File: src/rtl/invk2j_feeder.sv
// Coordinate feeder for invk2j: buffers (x,y) pairs and presents one at a time, held for HOLD_CYCLES.
// Optional saturation of popped values is enabled by defining INVK2J_FEEDER_CLAMP_EN.
//
// state | meaning
// IDLE  | FIFO empty, in0/in1 hold the last driven pair
// HOLD  | pair on in0/in1 settling; sample pulses on the final cycle
module invk2j_feeder #(
  parameter int          DEPTH       = 8,
  parameter int          HOLD_CYCLES = 100,
  parameter logic [31:0] CLAMP_MAX   = 32'h7FFF_FFFF
) (
  input  logic                       clk,
  input  logic                       rst,
  input  logic                       s_valid,
  output logic                       s_ready,
  input  logic [31:0]                s_x,
  input  logic [31:0]                s_y,
  output logic [31:0]                in0,
  output logic [31:0]                in1,
  output logic                       sample,
  output logic                       busy,
  output logic [$clog2(DEPTH+1)-1:0] level
);

  localparam int AW = $clog2(DEPTH);
  localparam int LW = $clog2(DEPTH + 1);
  localparam int CW = $clog2(HOLD_CYCLES + 1);

`ifdef INVK2J_FEEDER_CLAMP_EN
  localparam bit CLAMP_EN = 1'b1;
`else
  localparam bit CLAMP_EN = 1'b0;
`endif

  typedef enum logic {ST_IDLE, ST_HOLD} state_t;

  state_t          state_q, state_d;
  logic [CW-1:0]   cnt_q, cnt_d;
  logic [AW-1:0]   wr_ptr_q, wr_ptr_d;
  logic [AW-1:0]   rd_ptr_q, rd_ptr_d;
  logic [LW-1:0]   level_q, level_d;
  logic [31:0]     in0_q, in0_d;
  logic [31:0]     in1_q, in1_d;
  logic [63:0]     mem_q [DEPTH];

  logic            full;
  logic            nonempty;
  logic            push;
  logic            pop;
  logic [63:0]     head;
  logic [31:0]     load_x;
  logic [31:0]     load_y;

  // Symmetric saturation to [-CLAMP_MAX, +CLAMP_MAX] on signed values.
  function automatic logic [31:0] clamp(input logic [31:0] v);
    logic signed [31:0] sv;
    logic signed [31:0] cmax;
    logic signed [31:0] cmin;
    sv   = v;
    cmax = CLAMP_MAX;
    cmin = -cmax;
    if (sv > cmax) begin
      return cmax;
    end else if (sv < cmin) begin
      return cmin;
    end
    return v;
  endfunction

  assign full     = (level_q == LW'(DEPTH));
  assign nonempty = (level_q != '0);
  assign push     = s_valid && !full;
  assign head     = mem_q[rd_ptr_q];
  assign load_x   = CLAMP_EN ? clamp(head[63:32]) : head[63:32];
  assign load_y   = CLAMP_EN ? clamp(head[31:0])  : head[31:0];

  assign sample  = (state_q == ST_HOLD) && (cnt_q == CW'(1));
  assign busy    = (state_q == ST_HOLD);
  assign s_ready = !full;
  assign level   = level_q;
  assign in0     = in0_q;
  assign in1     = in1_q;

  always_comb begin
    state_d = state_q;
    cnt_d   = cnt_q;
    in0_d   = in0_q;
    in1_d   = in1_q;
    pop     = 1'b0;

    if (state_q == ST_IDLE) begin
      if (nonempty) begin
        pop     = 1'b1;
        in0_d   = load_x;
        in1_d   = load_y;
        cnt_d   = CW'(HOLD_CYCLES);
        state_d = ST_HOLD;
      end
    end else begin
      cnt_d = cnt_q - CW'(1);
      // Terminal count: hand over to the next pair with no gap, or go quiet.
      if (cnt_q == CW'(1)) begin
        if (nonempty) begin
          pop   = 1'b1;
          in0_d = load_x;
          in1_d = load_y;
          cnt_d = CW'(HOLD_CYCLES);
        end else begin
          state_d = ST_IDLE;
        end
      end
    end

    wr_ptr_d = push ? wr_ptr_q + AW'(1) : wr_ptr_q;
    rd_ptr_d = pop  ? rd_ptr_q + AW'(1) : rd_ptr_q;
    level_d  = level_q + LW'(push) - LW'(pop);
  end

  always_ff @(posedge clk or negedge rst) begin
    if (!rst) begin
      state_q  <= ST_IDLE;
      cnt_q    <= '0;
      wr_ptr_q <= '0;
      rd_ptr_q <= '0;
      level_q  <= '0;
      in0_q    <= '0;
      in1_q    <= '0;
    end else begin
      state_q  <= state_d;
      cnt_q    <= cnt_d;
      wr_ptr_q <= wr_ptr_d;
      rd_ptr_q <= rd_ptr_d;
      level_q  <= level_d;
      in0_q    <= in0_d;
      in1_q    <= in1_d;
    end
  end

  // Storage needs no reset; occupancy is tracked by the pointers and level.
  always_ff @(posedge clk) begin
    if (push) begin
      mem_q[wr_ptr_q] <= {s_x, s_y};
    end
  end

endmodule

File: config.mk
export PLATFORM = sky130hd
export DESIGN_NAME = invk2j_feeder
export DESIGN_NICKNAME = d
export VERILOG_FILES = /design/src/rtl/invk2j_feeder.sv
export SDC_FILE = /design/constraint.sdc
export NUM_CORES = 1
export LEC_CHECK = 0
export ABC_CLOCK_PERIOD_IN_PS = 10400
export CELL_PAD_IN_SITES_DETAIL_PLACEMENT = 0
export CELL_PAD_IN_SITES_GLOBAL_PLACEMENT = 1
export CORE_ASPECT_RATIO = 0.5
export CORE_MARGIN = 8
export CORE_UTILIZATION = 56
export DETAILED_ROUTE_END_ITERATION = 8
export GPL_TIMING_DRIVEN = 0
export PLACE_DENSITY_LB_ADDON = 0.05
export SETUP_SLACK_MARGIN = 0.15
export SYNTH_ARGS = -nofsm -noshare
export SYNTH_HDL_FRONTEND = slang
export SYNTH_SLANG_ARGS = --single-unit
File: constraint.sdc
create_clock -name clk -period 10.4 [get_ports clk]
set_clock_uncertainty 0.05 [all_clocks]
set_input_delay 2.6 -clock clk [delete_from_list [all_inputs] [get_ports clk]]
set_output_delay 2.6 -clock clk [all_outputs]
set_load 0.1 [all_outputs]
==> results of run 1 <==
## cells by family after synthesis
logic type,Yosys count,share of synthesized area [%]
xor gates and xnor gates,8,0.3444
and+or+nand+nor,42,0.9666
buffers and inverters,68,1.755
adders and majority gates,11,0.6443
DFF,594,77.36
AOI/OAI and AO/OA,138,3.166
muxes,194,15.76
## worst max-delay path: cells and delay by family, from the launching register on
kind                     cells  cell delay [ns]
buffers and inverters        2             1.23
AND/OR/NAND/NOR              3             0.41
flip-flops                   1             0.39
adder cells (fa/ha/maj)      1             0.13
## power by group
| part | switching, mW | internal, mW |
|---|---|---|
| registers | 0.0690 | 2.92 |
| logic | 0.437 | 0.246 |
| clock network | 0.822 | 1.08 |
| total | 1.33 | 4.24 |
## final cells by class
| class | count | area (um^2) | share of cell area (%) |
|---|---|---|---|
| buffer | 57 | 351.6 | 1.310 |
| clock buffer | 71 | 1424 | 5.306 |
| clock inverter | 23 | 230.2 | 0.8580 |
| inverter | 11 | 43.79 | 0.1632 |
| multi-input combinational | 393 | 4758 | 17.73 |
| sequential | 594 | 17430 | 64.94 |
| tap | 540 | 675.6 | 2.518 |
| timing repair buffer | 170 | 1923 | 7.167 |
## path summary, 6_finish.rpt
path | from | end | slack (ns) | cells after the start
setup / recovery | cnt_q[1] | sample | 5.01 | 6
hold / removal | in1[4] | in1[4] | 0.46 | 2
setup reg to reg | level[2] | level[2] | 7.07 | 13
hold reg to reg | in1[4] | in1[4] | 0.46 | 2
max in group asynchronous | rst | in0[3] | 7.63 | 2
min in group asynchronous | rst | in1[4] | 1.95 | 1
## cells in the final DEF (no fill, tap or decap), drive strengths merged
cell type / instances
a21o: 1
a21oi: 2
a31oi: 1
buf: 71
bufinv: 5
clkbuf: 91
clkdlybuf4s50: 136
clkinv: 18
dfrtp: 82
edfxtp: 512
fa: 1
ha: 10
inv: 11
mux2: 2
mux2i: 64
mux4: 128
nand2: 11
nand2b: 3
nand3: 5
nor2: 12
nor2b: 1
nor3: 3
nor3b: 1
o21ai: 132
o22ai: 1
o31ai: 1
or2: 2
or3: 1
or3b: 2
or4b: 1
xnor2: 4
xor2: 4
## routing by layer
layer / global-route usage (%) / share of wire, % / up-vias
met5: 0 / 0 / -
met1: 28.65 / 44 / 5789
met2: 34.70 / 51 / 253
met3: 3.180 / 4.8 / 51
li1: - / - / 4759
met4: 3.974 / 1.2 / 0
## stage by stage
stage	std cells	power [mW]	TNS [ns]
after floorplan	1055	3.397	0
after global placement	1732	3.668	-356.31
after detailed placement	1765	3.732	0
after CTS	1859	5.621	0
after global routing	1859	5.772	0
final	1859	5.570	0
## flip-flops by register name, summed over array words and instances (netlist names)
signal,flops
wr_ptr_q,3
cnt_q,7
in1,32
in0,32
busy,1
rd_ptr_q,3
mem_q,512
level,4
==> key figures, run 1 <==
Status
  – Outcome: finished, final reports clean

Finish
  – Area grow syn2layout: 19.12%
  – # fillers: 2618
  – Nets: 1355
  – # diodes: 0
  – Layout Utilization: 67.06%
  – Design area: 26830 um^2
  – Layout cell share with drive strength beyond 1: 21.83%

Power and ir drop
  – Peak supply drop: 0.1203 mV
  – Static leakage: 8.811 nW
  – PwrDens: 207.6 nW/um^2

Flow run
  – Max_cap viols: 0

Logic synthesis
  – Sequential area share after synthesis: 77.36%
  – Synth Net Count: 1133
  – Count leader, synth: edfxtp_1
  – Async SR Flop Fraction: 13.80%
  – Mapped Avg Cell Area: 21.35 um^2
  – Post-synth top area cell: edfxtp_1
  – Post-Synthesis Cell Area: 22530 um^2
  – Distinct cells, synth: 39
  – Synth Flop Type: edfxtp_1
  – Synth top area share: 68.26%
  – Synth Register Bits: 594
  – Cells after Synth: 1055
  – Number of synthesized flops with an enable pin: 512
  – Commonest cells in the netlist: 512 x edfxtp_1, 128 x mux4_2, 82 x dfrtp_1
  – Syn. warnings: 0
  – Ranking of synthesized cells by area: edfxtp_1 68%, mux4_2 13%, dfrtp_1 9.1%

Timing
  – Hold Slack: 0.4582 ns
  – Max frequency: 185.6 MHz
  – Fin. Hold Viols: 0
  – Least-Margin Pin Slew: 1.002 ns
  – Unrepaired setup endpoints after global routing: false
  – Max-slew headroom: 33.02%
  – Period minus WS final: 5.387 ns
  – Setup Viol. Count Final: 0
  – Crit path setup slack, layout: 5.013 ns
  – Slew Viols, Final: 0
  – Crit share post-route: 51.80%

Detailed routing
  – Initial DRT Pass Iterations: 5
  – Via density: 5.838
  – Detail Route Antenna Nets: 0
  – Starting DRT DRC Count: 890
  – Final WL: 47.78 mm
  – Residual DRC: 0
  – WL per Instance: 25.70 um
  – Vias: 10852

Global route
  – First-pass GRT wire length: 72.41 mm
  – Gr usage total: 20.47%
  – Initial antenna violation count: 0
  – GR Overflow Total: 0
  – Largest net degree at the start of global routing: 51
  – Vias in the first global route: 11669

CTS
  – Worst-Skew Late Latency: 0.57 ns
  – Post-CTS Hold Buffers: 0
  – CTS clk-pin slew, worst paths: 0.07 ns
  – CTS Buf Count: 50
  – Post-CTS resize count: 0
  – Root Buffer: clkbuf_16
  – CTS tree: built
  – Post-CTS setup buffer count: 0
  – Clock tree buffer depth: 3
  – Clock sinks: 594
  – H-Tree Level Count: 2

Critical path
  – Slowest stage delay, CP: 1.14 ns
  – Worst-path cell chain: inv_1 -> ha_1 -> nor2b_2 -> nand3_1 -> nor2_1 -> clkdlybuf4s50_1
  – Slowest stage cell, crit path: clkdlybuf4s50_1
  – WP data arrival: 2.74 ns
  – Crit. End Element: primary output
  – CP Launch Type: register
  – Crit path kind: register to primary output
  – CP Max Fanout: 3
  – WP data required: 7.75 ns

Floorplanning
  – Die height: 157.8 um
  – Core area: 40010 um^2
  – Die area: 47290 um^2
  – Die width: 299.6 um
  – IO Count: 138
  – Initial Utilization: 56.29%
  – Num rows: 52

Placement
  – GPL Wtd Cong: 0.7089
  – Dpl cell area: 25180 um^2
  – Port bufs: 137
  – Post-DP HPWL: 30.11 mm
  – DP Worst Slack: 5.160 ns

Worst hold path
  – Hold Crit Class: register to register
Note: power is estimated with default switching activity, not from simulation.
==> run 2: changes to the inputs <==
ABC_CLOCK_PERIOD_IN_PS = 4900   (was 10400)
CORE_UTILIZATION = 47   (was 56)
clock period = 4.9 ns   (was 10.4 ns; I/O delays follow)
==> key figures, run 2 (synthesized netlist as in run 1, its figures left out) <==
Status
  – Outcome: finished, final reports clean

Finish
  – # fillers: 3545
  – # diodes: 0
  – Area grow syn2layout: 19.87%
  – Layout cell share with drive strength beyond 1: 21.50%
  – Final std cells w/o fill: 1954
  – Area of the multi-input gates: 4771 um^2
  – Max FFs per register: 512
  – Most frequent cells in the layout: 512 x edfxtp_1, 136 x clkdlybuf4s50_1, 128 x mux4_2
  – Reg area: 17430 um^2
  – Most common cell after layout, fill and taps aside: edfxtp_1
  – Nets: 1352
  – Top reg by flops: mem_q

Detailed routing
  – Detail Route Antenna Nets: 0
  – Starting DRT DRC Count: 861
  – Via density: 5.474
  – Residual DRC: 0
  – Initial DRT Pass Iterations: 7
  – WL per Instance: 25.03 um
  – Vias: 10697
  – Final WL: 48.91 mm

Critical path
  – R2R Path Start: level[2]
  – Crit path kind: register to primary output
  – Crit. End Element: primary output
  – CP Launch Type: register
  – WP data arrival: 2.75 ns
  – WP data required: 3.62 ns
  – Worst Setup SP: cnt_q[1]
  – CP Max Fanout: 3

Global route
  – First-pass GRT wire length: 73.55 mm
  – GR Overflow Total: 0
  – Vias in the first global route: 11496
  – Initial antenna violation count: 1
  – Largest net degree at the start of global routing: 47
  – Gr usage total: 17.69%

Power and ir drop
  – Static leakage: 8.809 nW
  – Sw Ratio: 23.90%
  – Peak supply drop: 0.2347 mV
  – Register share of total power: 53.7%
  – Clk pwr share: 33.7%
  – Design Power: 11.80 mW
  – PwrDens: 437.1 nW/um^2
  – Int Pwr: 8.980 mW
  – Comb pwr share: 12.6%
  – Sw Pwr: 2.821 mW

CTS
  – Root Buffer: clkbuf_16
  – Worst-Skew Late Latency: 0.57 ns
  – Post-CTS Hold Buffers: 0
  – Clock sinks: 594
  – Post-CTS resize count: 0
  – H-Tree Level Count: 2
  – Clock tree buffer depth: 3
  – Post-CTS setup buffer count: 0
  – CTS tree: built
  – CTS clk-pin slew, worst paths: 0.06 ns
  – CTS Buf Count: 52

Floorplanning
  – Initial Utilization: 47.84%
  – Die height: 170.8 um
  – IO Count: 138
  – Die width: 325.6 um
  – Num rows: 56
  – Die area: 55610 um^2
  – Core area: 47090 um^2

Flow run
  – Max_cap viols: 0

Worst hold path
  – Origin of the worst min-delay path: in1[7]
  – Hold Crit Class: register to register

Timing
  – Hold Slack: 0.4562 ns
  – Period minus WS final: 4.029 ns
  – Fin. Hold Viols: 0
  – Max-slew headroom: 34.20%
  – Max frequency: 248.2 MHz
  – Slew Viols, Final: 0
  – Crit path setup slack, layout: 0.8708 ns
  – Setup Viol. Count Final: 0
  – Least-Margin Pin Slew: 0.9839 ns
  – Unrepaired setup endpoints after global routing: false
  – Crit share post-route: 82.23%

Placement
  – DP Cell Count: 1858
  – DP Worst Slack: 0.7979 ns
  – GPL Wtd Cong: 0.7083
  – Port bufs: 137
  – Post-DP HPWL: 31.66 mm
==> run 2: cell count changes in the layout (fill, tap and decap cells not counted), sizes merged <==
cell	previous run	this run
buf	71	66
bufinv	5	3
clkinv	18	14
clkbuf	91	99
==> run 2: power groups by stage <==
stage / registers (mW) / logic, mW / clock network, mW
2_1_floorplan: 6.57 / 0.623 / 0
5_1_grt: 6.39 / 1.59 / 4.27
3_5_place_dp: 6.46 / 1.52 / 0
6_report: 6.34 / 1.49 / 3.97
4_1_cts: 6.35 / 1.52 / 4.09
3_3_place_gp: 6.53 / 1.23 / 0
==> run 2: layout make-up <==
cell class	instances	share of cell area (%)
timing repair buffer	165	7.303
buffer	57	1.302
sequential	594	64.54
clock buffer	79	5.496
multi-input combinational	393	17.67
clock inverter	17	0.5700
inverter	11	0.1622
tap	638	2.956
==> run 2: path summary, 6_finish.rpt <==
check                          endpoint  slack (ns)  cells past startpoint
setup / recovery                 sample        0.87                      6
setup reg to reg           mem_q[0][28]        1.74                     11
max in group asynchronous       in1[23]        3.48                      2
hold / removal                   in1[7]        0.46                      2
hold reg to reg                  in1[7]        0.46                      2
min in group asynchronous        in1[7]        0.63                      1
==> run 2: layer usage <==
layer	vias to the layer above	GRT usage, %	routed length, um
met3	55	3.099	2556
met2	238	29.98	24220
li1	4752	-	-
met5	-	0	0
met4	0	3.402	724
met1	5652	24.41	21410
==> run 2: metrics by stage <==
stage,TNS (ns),utilization (%),cell area (um^2)
after floorplan,-186.28,-,22550
after global placement,-1281.47,52.50,24720
after detailed placement,0,53.87,25360
after CTS,0,57.34,27000
after global routing,0,57.34,27000
final,0,57.34,27000
==> run 2: critical path, cell delays in order (launching register included) <==
cell	delay (ns)
dfrtp_1	0.39
inv_1	0.09
ha_1	0.14
nor2b_2	0.20
nand3_1	0.11
nor2_1	0.11
clkdlybuf4s50_1	1.15
